## src/rtl/contador_pulsos.sv

```systemverilog
// Rising-edge event counter for an asynchronous input: 2-FF synchronizer,
// optional debounce filter, single-cycle edge detector, wrapping or saturating count.
module contador_pulsos #(
    parameter int ANCHO       = 8,
    parameter int SATURAR     = 0,
    parameter int ANTIRREBOTE = 0
) (
    input  logic             reloj,
    input  logic             rst,
    input  logic             entrada,
    input  logic             habilitar,
    input  logic             limpiar,
    output logic [ANCHO-1:0] contador,
    output logic             desborde,
    output logic             pulso_det
);

    localparam logic [ANCHO-1:0] MAXIMO = '1;

    logic             s1_q, s1_d;
    logic             s2_q, s2_d;
    logic             s3_q, s3_d;
    logic             nivel;
    logic [ANCHO-1:0] contador_q, contador_d;
    logic             desborde_q, desborde_d;
    logic             pulso;

    // Synchronizer and edge history reset high so a line already high at release is not counted.
    always_comb begin
        s1_d = entrada;
        s2_d = s1_q;
        s3_d = nivel;
    end

    always_ff @(posedge reloj) begin
        if (rst) begin
            s1_q <= 1'b1;
            s2_q <= 1'b1;
            s3_q <= 1'b1;
        end else begin
            s1_q <= s1_d;
            s2_q <= s2_d;
            s3_q <= s3_d;
        end
    end

    generate
        if (ANTIRREBOTE == 0) begin : g_directo
            assign nivel = s2_q;
        end else begin : g_filtro
            localparam int CW = (ANTIRREBOTE > 1) ? $clog2(ANTIRREBOTE) : 1;

            logic [CW-1:0] cuenta_q, cuenta_d;
            logic          nivel_q, nivel_d;

            // The level follows s2 only after it has disagreed for ANTIRREBOTE consecutive cycles.
            always_comb begin
                cuenta_d = cuenta_q;
                nivel_d  = nivel_q;
                if (s2_q == nivel_q) begin
                    cuenta_d = '0;
                end else if (cuenta_q == CW'(ANTIRREBOTE - 1)) begin
                    nivel_d  = s2_q;
                    cuenta_d = '0;
                end else begin
                    cuenta_d = cuenta_q + CW'(1);
                end
            end

            always_ff @(posedge reloj) begin
                if (rst) begin
                    cuenta_q <= '0;
                    nivel_q  <= 1'b1;
                end else begin
                    cuenta_q <= cuenta_d;
                    nivel_q  <= nivel_d;
                end
            end

            assign nivel = nivel_q;
        end
    endgenerate

    assign pulso = nivel & ~s3_q;

    // Clear wins over a coincident pulse; a disabled pulse is simply lost.
    always_comb begin
        contador_d = contador_q;
        desborde_d = desborde_q;
        if (limpiar) begin
            contador_d = '0;
            desborde_d = 1'b0;
        end else if (pulso && habilitar) begin
            if (contador_q != MAXIMO) begin
                contador_d = contador_q + 1'b1;
            end else begin
                desborde_d = 1'b1;
                contador_d = (SATURAR != 0) ? MAXIMO : '0;
            end
        end
    end

    always_ff @(posedge reloj) begin
        if (rst) begin
            contador_q <= '0;
            desborde_q <= 1'b0;
        end else begin
            contador_q <= contador_d;
            desborde_q <= desborde_d;
        end
    end

    assign contador  = contador_q;
    assign desborde  = desborde_q;
    assign pulso_det = pulso;

endmodule

```

## config.mk

```make
export PLATFORM = sky130hd
export DESIGN_NAME = contador_pulsos
export DESIGN_NICKNAME = d
export VERILOG_FILES = /design/src/rtl/contador_pulsos.sv
export SDC_FILE = /design/constraint.sdc
export NUM_CORES = 1
export LEC_CHECK = 0
export CAP_MARGIN = 25
export CORE_UTILIZATION = 40
export CTS_BUF_LIST = sky130_fd_sc_hd__clkbuf_16
export DETAILED_ROUTE_END_ITERATION = 10
export GPL_TIMING_DRIVEN = 0
export PLACE_DENSITY_LB_ADDON = 0.3
export SETUP_SLACK_MARGIN = 0.4
export SLEW_MARGIN = 20
export SYNTH_ARGS = -nofsm -noshare
export SYNTH_HDL_FRONTEND = slang
export SYNTH_SLANG_ARGS = --single-unit
export TNS_END_PERCENT = 20
```

## constraint.sdc

```tcl
create_clock -name reloj -period 1.7 [get_ports reloj]
set_input_delay 0.34 -clock reloj [delete_from_list [all_inputs] [get_ports reloj]]
set_output_delay 0.34 -clock reloj [all_outputs]
set_load 0.03 [all_outputs]
```

; ---- Yosys cells after proc, flatten, opt, wreduce, memory -nomap -nowiden
; Index checks and enable logic that the tools add are counted.
[totals]
register_bits = 12
elab_cells = 14
[op_classes]
n_addsub = 1
n_eq_ne = 1
n_mux = 1
n_bitwise = 3
reduce_logical = 3
[op_table]
columns = op, n
row1 = "adder 8 x 1 -> 8 bit, second input constant", 1
row2 = two-way mux 8 bit, 1
row3 = "inequality test 8 bit, second input constant", 1
row4 = inverter 1 bit, 2
row5 = AND reduction 2 bit, 1
row6 = OR reduction 2 bit, 1
row7 = bitwise AND 1 bit, 1
row8 = logical AND 1 bit, 1

; ---- Depth between registers and ports, before layout
[logic_depth]
word_depth = 4
ltp_mapped = 4

; ---- Worst setup path before layout
; OpenSTA, ideal clock, no wires.
[synth_timing]
kind = register to register
from = register contador_q[0], in the netlist contador[0]
to = register contador_q[6], in the netlist contador[6]
setup_time_ns = 0.070
arrival_ns = 1.568
required_ns = 1.630
path_slack_ns = 0.063
stages_incl_launch_ff = 5
path_buffers = 0
period_less_slack_ns = 1.637
cell_sequence = dfxtp_1 > ha_1 > nand3_2 > or4_1 > a21oi_1
[synth_via]
elab_chain_cells = 2
elab_cells_between_ends = 3
[synth_rtl]
columns = item, line
row1 = start: declaration, 24  ; logic [ANCHO-1:0] contador_q, contador_d;
row2 = start signal: assignment, 108  ; contador_q <= contador_d;
row3 = adder 8 x 1 -> 8 bit / inequality test 8 bit (equally long branches), "95, 94"
row4 = two-way mux 8 bit (*), 94  ; if (contador_q != MAXIMO) begin
; Every way passes the cells marked *; elsewhere a longest branch is shown, timed or not.
; A chain may end at the register's enable or synchronous reset.

; ---- Final worst setup path
[layout_timing]
from = register contador_q[7], in the netlist contador[7]
to = output contador[7]
[layout_rtl]
columns = item, line
row1 = end: declaration, 13  ; output logic [ANCHO-1:0] contador,
; No word-level cell between the ends.

==> impl_metrics.tcl <==
set metrics [dict create \
    area_growth_pct 51.9 \
    worst_slew_pin_slew_ns 0.344 \
    numCtsBuffers 3 \
    skew_ns 0.00261 \
    synthMuxAreaShare_pct 1.81 \
    critPathTopFamily "buffers and inverters" \
    setup-violations-final 0 \
    clockBufferDepth 2 \
    wire_per_inst_um 14.8 \
    multiInputGateArea_um2 323 \
    endpoint_kind "primary output" \
    synthAdderAreaFrac_pct 2.27 \
    seq_area_um2 267 \
    route.antenna.remaining_nets 0 \
    grt_pass1_vias 441 \
    cp_cell_sequence "dlygate4sd2_1" \
    clkLatencyLatePin_ns 0.24 \
    required_ns 1.36 \
    cts_setup_buffers 0 \
    cts_tree "yes" \
    ys_seq_elements 12 \
    synth_xor_xnor_area_share_pct 1.59 \
    start_util_pct 42.9 \
    cts_root_buf "clkbuf_16" \
    nets 83 \
    grt-ovfl-total 0 \
    hold_viol_final 0 \
    port_buffers 14 \
    power.leakage_nw 0.289 \
    relSlewSlack_pct 76.9 \
    worstPathArrival_ns 0.99 \
    synth_nets 64 \
    vias_per_cell 5.82 \
    netlist_area_um2 552 \
    placed_cell_area_um2 749 \
    vias 530 \
    drc 0 \
    slowest_delay_ns 0.40 \
    clock-sinks 12 \
    max_freq_mhz 752 \
    final_layout_size_suffix_gt1_share_pct 35.5 \
    first_pass_iters 4 \
    grt_usage_pct 20.4 \
    synth.distinct_cells 25 \
    fin_cells 91 \
    htreeDepth 1 \
    syn_inst 58 \
    die_h_um 39.1 \
    synth_top_family_by_area "simple AND/OR/NAND/NOR gates" \
    pin_count 15 \
    die_w_um 39.1 \
    setup.worst_path.class "register to primary output" \
    hold_class "register to register" \
    grt_max_degree 11 \
    final_area_um2 838 \
    antennaDiodeCount 0 \
    status "completed" \
    core_area_um2 1280 \
    clk_pin_slew_ns 0.04 \
    first_iter_violations 13 \
    detail_route.wirelength_um 1350 \
    yosys.area_share.simple_pct 28.3 \
    min_period_ns 1.33 \
    setup_ws_ns 0.370 \
    critPathSlowestCell "dlygate4sd2_1" \
    placementRows 13 \
    slew_violations 0 \
    grt_setup_unrepaired "true" \
    placed_cells 87 \
    min_period_over_period_pct 78.2 \
    crit_fanout 3 \
    maxCapViolCount 0 \
    critPathLaunchType "register" \
    seq_area_frac_synth_pct 43.5 \
    final.setup.tns_ns 0 \
    p_per_area_nw_per_um2 879 \
    dp_slack_ns -0.138 \
    cp_num_buf_inv 1 \
    place.gp.congestion 0.750 \
    synth_warnings 0 \
    max-vdd-ir-drop_v 0.000569 \
    synth_compound_area_share_pct 19.0 \
    antenna_found_initial 0 \
    fillerInstances 104 \
    grt_pass1_wl_um 2000 \
    synth_area_per_cell_um2 9.51 \
    die_area_um2 1530 \
    hpwl_um 851 \
]
worst reg2reg max path, stage by stage, from the launching register on:
cell and delay [ns]:
dfxtp_4 0.37, nand3_2 0.10, or3_4 0.39, o311a_1 0.32
cell families after synthesis:
logic type / Yosys count
simple gates: 25
compound gates: 15
flops: 12
buf+inv: 3
xor+xnor: 1
mux: 1
fa+ha+maj: 1
registers in the layout (all words and copies together) (netlist names):
signal and count:
s1_q 1, desborde 1, nivel 1, contador 8
s3_q 1
cell usage in the layout (no fill, tap or decap), drive strengths merged, types with 2 or more instances in the layout:
cell and count:
a21oi 6, buf 2, clkbuf 4, clkdlybuf4s15 7, clkdlybuf4s50 3, dfxtp 12, dlygate4sd2 2, inv 2
nand2 4, nand3 4, nor2 3, o21ai 2, o31ai 3, or2 4, or3 3, or4 2
final cells by class:
class	instances	share of cell area (%)
Inverter	2	0.896
Multi-Input combinational cell	43	38.5
Clock inverter	1	0.448
Clock buffer	3	8.96
Tap cell	15	2.24
Timing Repair Buffer	14	15.8
Buffer	1	1.34
Sequential cell	12	31.8
per-stage QoR:
step	total power, W	util, %	hold WS, ns
after global placement	0.000313	58.3	0.398
after detailed placement	0.000314	58.3	0.404
after CTS	0.000743	64.0	0.417
after floorplan	0.000298	-	0.389
after global routing	0.000763	65.2	0.467
final	0.000737	65.2	0.442
metal layers:
layer | vias up | global-route usage [%] | wire (um) | part of all wire, %
met5 | - | 0 | 0 | 0
met4 | 0 | 10.3 | 23 | 1.7
met3 | 4 | 8.67 | 59 | 4.4
met2 | 17 | 27.5 | 625 | 46
met1 | 257 | 27.1 | 637 | 47
li1 | 252 | - | - | -
cell usage after synthesis:
cell type / number / area, um^2
a21oi_1: 6 / 30.0
buf_6: 1 / 11.3
dfxtp_1: 12 / 240
ha_1: 1 / 12.5
inv_1: 2 / 7.51
mux2i_1: 1 / 10.0
nand2_1: 4 / 15.0
nand3_1: 3 / 15.0
nand3_2: 1 / 10.0
nand3b_4: 1 / 20.0
nand4_1: 1 / 6.26
nand4b_1: 1 / 8.76
nor2_1: 3 / 11.3
nor2b_1: 1 / 6.26
nor3_1: 1 / 5.00
o2111ai_1: 1 / 8.76
o21a_1: 1 / 7.51
o21ai_0: 2 / 10.0
o311a_1: 1 / 10.0
o31ai_1: 3 / 22.5
o41ai_2: 1 / 16.3
or2_2: 4 / 25.0
or3_1: 3 / 18.8
or4_1: 2 / 15.0
xor2_1: 1 / 8.76
report_power, final:
group | switching (W) | internal, W
clock network | 0.000121 | 0.000310
registers | 0.00000295 | 0.000276
logic | 0.0000122 | 0.0000144
total | 0.000137 | 0.000600
worst paths after layout:
path	startpoint	to	slack (ns)	cells after the start
setup reg to reg	contador[4]	contador[7]	0.41	3
setup / recovery	contador[7]	contador[7]	0.37	1
hold reg to reg	s1_q	nivel	0.44	1
hold / removal	s1_q	nivel	0.44	1
timing repair:
item                                    CTS  global route
gates resized for setup                  17            17
hold buffers                              0             0
endpoints found under the setup margin   15            13
pin swaps                                 0             1
(Power assumes the default switching activity.)
==> patch 1: new RTL, same settings <==
Change the parameter `ANCHO` from 8 to 10.
--- a/src/rtl/contador_pulsos.sv
+++ b/src/rtl/contador_pulsos.sv
@@ -1,7 +1,7 @@
 // Rising-edge event counter for an asynchronous input: 2-FF synchronizer,
 // optional debounce filter, single-cycle edge detector, wrapping or saturating count.
 module contador_pulsos #(
-    parameter int ANCHO       = 8,
+    parameter int ANCHO       = 10,
     parameter int SATURAR     = 0,
     parameter int ANTIRREBOTE = 0
 ) (
Ports: changed (resized contador); port bits go from 15 to 17. No check against the original RTL was run, so the function may have changed too.
==> patch 1 against the original RTL <==
Total power increased by 8.6%. Setup slack got worse by 0.055 ns. Design area increased by 23%. Wire length increased by 15%. Critical endpoint is now contador[0]. Clock power increased by 2%. Sequential cell count increased by 2. Non-clock buffer count increased by 15. Area after synthesis increased by 9.8%. Largest cell class unchanged.
==> patch 1: results (changes against the original RTL) <==
stage;metric;value;unit;change
layout;buffering overhead;24.8;%;was 17.2%
logic_synthesis;Post-Syn Area;606;µm²;was 552 µm²
power;Pwr Total;800;µW;was 737 µW
layout;inverters;3;;was 2
layout;FF+latch area;300;µm²;was 267 µm²
global_routing;GRT Util Overall;16.9;%;was 20.4%
worst_setup_path;Crit Path Max Fanout;5;;was 3
layout;FILL cells;96;;was 104
place;IO buf count;16;;was 14
power;Switch Pwr;144;µW;was 137 µW
global_routing;first-pass GRT wire length;1.78;mm;was 2.00 mm
place;DP Wirelength;901;µm;was 851 µm
layout;fraction of layout cells with a size suffix above 1;43.4;%;was 35.5%
place;Setup WS pre-CTS;-0.200;ns;was -0.138 ns
logic_synthesis;synth cell count leaders;dfxtp_1 (14), nor2_1 (12), xnor2_1 (5), or2_2 (4);;was dfxtp_1 (12), a21oi_1 (6), nand2_1 (4), or2_2 (4)
logic_synthesis;cells after synthesis;66;;was 58
layout;#MultiIn Comb;48;;was 43
layout;final instance area;1030;µm²;was 838 µm²
routing;vias;606;;was 530
logic_synthesis;Synth Area in Adders;2.07;%;was 2.27%
layout;final std cells w/o fill;114;;was 91
power;Peak VDD IR;0.453;mV;was 0.569 mV
clock_network;CTS resizes;21;;was 17
logic_synthesis;syn nets;72;;was 64
power;clock group power;439;µW;was 431 µW
power;leakage;0.000416;µW;was 0.000289 µW
routing;routed len/inst;13.6;µm;was 14.8 µm
layout;Non-clk bufs;30;;was 15
global_routing;pin count of the biggest net entering global routing;9;;was 11
sta;Worst-Margin Slew;0.388;ns;was 0.344 ns
logic_synthesis;leading post-synthesis cells by cell area;dfxtp_1 (46%), nor2_1 (7.4%), xnor2_1 (7.2%);;was dfxtp_1 (44%), a21oi_1 (5.4%), or2_2 (4.5%)
global_routing;vias in the first global route;440;;was 441
logic_synthesis;#FFs+latches synth;14;;was 12
layout;fraction of area in multi-input gates;35.5;%;was 38.5%
run_status;status;finished clean;;unchanged
logic_synthesis;Synth Area in Compound Gates;7.23;%;was 19.0%
routing;DR iter-0 viols;7;;was 13
power;Logic pwr share;4.3;%;was 3.6%
global_routing;initial antenna violation count;0;;unchanged
place;placed cell area;812;µm²;was 749 µm²
==> patch 1: cell types whose count changed after synthesis, moves of 2 or more <==
cell,unedited run,this run
nor2_1,3,12
xnor2_1,0,5
o31ai_1,3,0
a21oi_1,6,2
dfxtp_1,12,14
or4_1,2,0
==> patch 1: routing by layer <==
metal  global-route usage (%)  vias up  share of wire, %
met5                        0        -                 0
met3                     4.89        4               3.9
met1                     18.5      292                43
met2                     28.5       17                51
met4                     10.0        0               1.9
li1                         -      293                 -
==> patch 1: path summary, 6_finish.rpt <==
kind,startpoint,endpoint,slack [ns],cells past startpoint
worst max-delay path,contador[0],contador[0],0.31,1
worst min-delay path,rst,s3_q,0.37,2
worst max register to register,contador[4],contador[9],0.34,4
worst min register to register,s1_q,nivel,0.42,1
==> patch 1: logic make-up (layout without fill, tap and decap cells) <==
logic type      after synthesis  count (layout)
compound gates                7               7
xor+xnor                      7               7
fa+ha+maj                     1               1
buf+inv                       4              37
flops                        14              14
mux                           1               1
simple gates                 32              32
==> patch 2: new RTL, config.mk and constraints unchanged <==
Made on the original files. Put a register stage on the output `pulso_det`. The value now appears one clock later. The other outputs are not delayed to match.
--- a/src/rtl/contador_pulsos.sv
+++ b/src/rtl/contador_pulsos.sv
@@ -112,7 +112,9 @@
 
     assign contador  = contador_q;
     assign desborde  = desborde_q;
-    assign pulso_det = pulso;
+    always_ff @(posedge reloj) begin
+        pulso_det <= pulso;
+    end
 
 endmodule
 
Behaviour: not the same (a bounded check fails within 4 cycles, from zero or initial values and one cycle with rst high).
==> patch 2 against the original RTL <==
Total power up 2.7%. Design area up 0.45%. Sequential power up 9.7%. Wire length down 8.0%. Area after synthesis increased by 3.6%. Sequential cell count increased by 1. Setup slack worse by 0.010 ns.
==> patch 2: results (changes against the original RTL) <==
stage;metric;value;unit;change
run_status;status;finished clean;;unchanged
clock_network;CTS resizes;15;;was 17
global_routing;GRT Util Overall;19.9;%;was 20.4%
place;DP Wirelength;852;µm;was 851 µm
logic_synthesis;leading post-synthesis cells by cell area;dfxtp_1 (46%), a21oi_1 (5.3%), or2_2 (4.4%);;was dfxtp_1 (44%), a21oi_1 (5.4%), or2_2 (4.5%)
routing;DR iter-0 viols;14;;was 13
global_routing;first-pass GRT wire length;2.05;mm;was 2.00 mm
routing;Via density;5.70;;was 5.82
worst_setup_path;slowest CP cell;dfxtp_4;;was dlygate4sd2_1
place;placed cell area;769;µm²;was 749 µm²
sta;Worst Clk Skew;0.00136;ns;was 0.00261 ns
worst_setup_path;max incr delay on CP;0.38;ns;was 0.40 ns
place;Setup WS pre-CTS;-0.149;ns;was -0.138 ns
logic_synthesis;register area share after synthesis;45.5;%;was 43.5%
power;Flop pwr share;40.4;%;was 37.9%
layout;nets;84;;was 83
place;Routability Congestion;0.742;;was 0.750
worst_setup_path;Reg2Reg Setup Slack;0.38;ns;was 0.41 ns
power;Peak VDD IR;0.629;mV;was 0.569 mV
sta;Worst Hold Slack;0.409;ns;was 0.442 ns
layout;FILL cells;114;;was 104
layout;fraction of layout cells with a size suffix above 1;29.9;%;was 35.5%
sta;Worst-Margin Slew;0.340;ns;was 0.344 ns
sta;fin crit period;1.34;ns;was 1.33 ns
worst_setup_path;Crit Path Max Fanout;7;;was 3
logic_synthesis;Synth top area share;45.5;%;was 43.5%
worst_setup_path;delay-heaviest family, CP;flip-flops;;was buffers and inverters
routing;Total Routed Length;1.24;mm;was 1.35 mm
logic_synthesis;synth cell count leaders;dfxtp_1 (13), a21oi_1 (6), nand2_1 (4), or2_2 (4);;was dfxtp_1 (12), a21oi_1 (6), nand2_1 (4), or2_2 (4)
layout;final std cells w/o fill;92;;was 91
worst_setup_path;crit path to;contador[0];;was contador[7]
place;placed instance count;88;;was 87
power;Switch Pwr;130;µW;was 137 µW
power;leakage;0.000305;µW;was 0.000289 µW
-- patch 2: cell type report --
type                       instances  area [µm²]  area share, %
tap                               15        18.8           2.23
inverter                           2        7.51          0.892
sequential                        13         280           33.3
timing repair buffer              14         133           15.8
clock buffer                       3        75.1           8.92
multi-input combinational         43         313           37.1
clock inverter                     1        3.75          0.446
buffer                             1        11.3           1.34
-- patch 2: logic make-up (layout without fill, tap and decap cells) --
family | count (synthesis) | after routing | synth area share [%]
fa+ha+maj | 1 | 1 | 2.19
xor+xnor | 1 | 1 | 1.53
flops | 13 | 13 | 45.5
mux | 1 | 1 | 1.75
compound gates | 15 | 15 | 18.4
simple gates | 25 | 25 | 27.4
buf+inv | 3 | 21 | 3.28
-- patch 2: routing by layer --
layer  routed length [µm]  part of all wire, %  vias to the layer above  global-route usage (%)
li1                     -                    -                      262                       -
met1                  526                   42                      231                    23.1
met2                  613                   50                       29                    31.6
met3                   91                  7.4                        2                    7.95
met4                    6                 0.48                        0                    8.62
met5                    0                    0                        -                       0
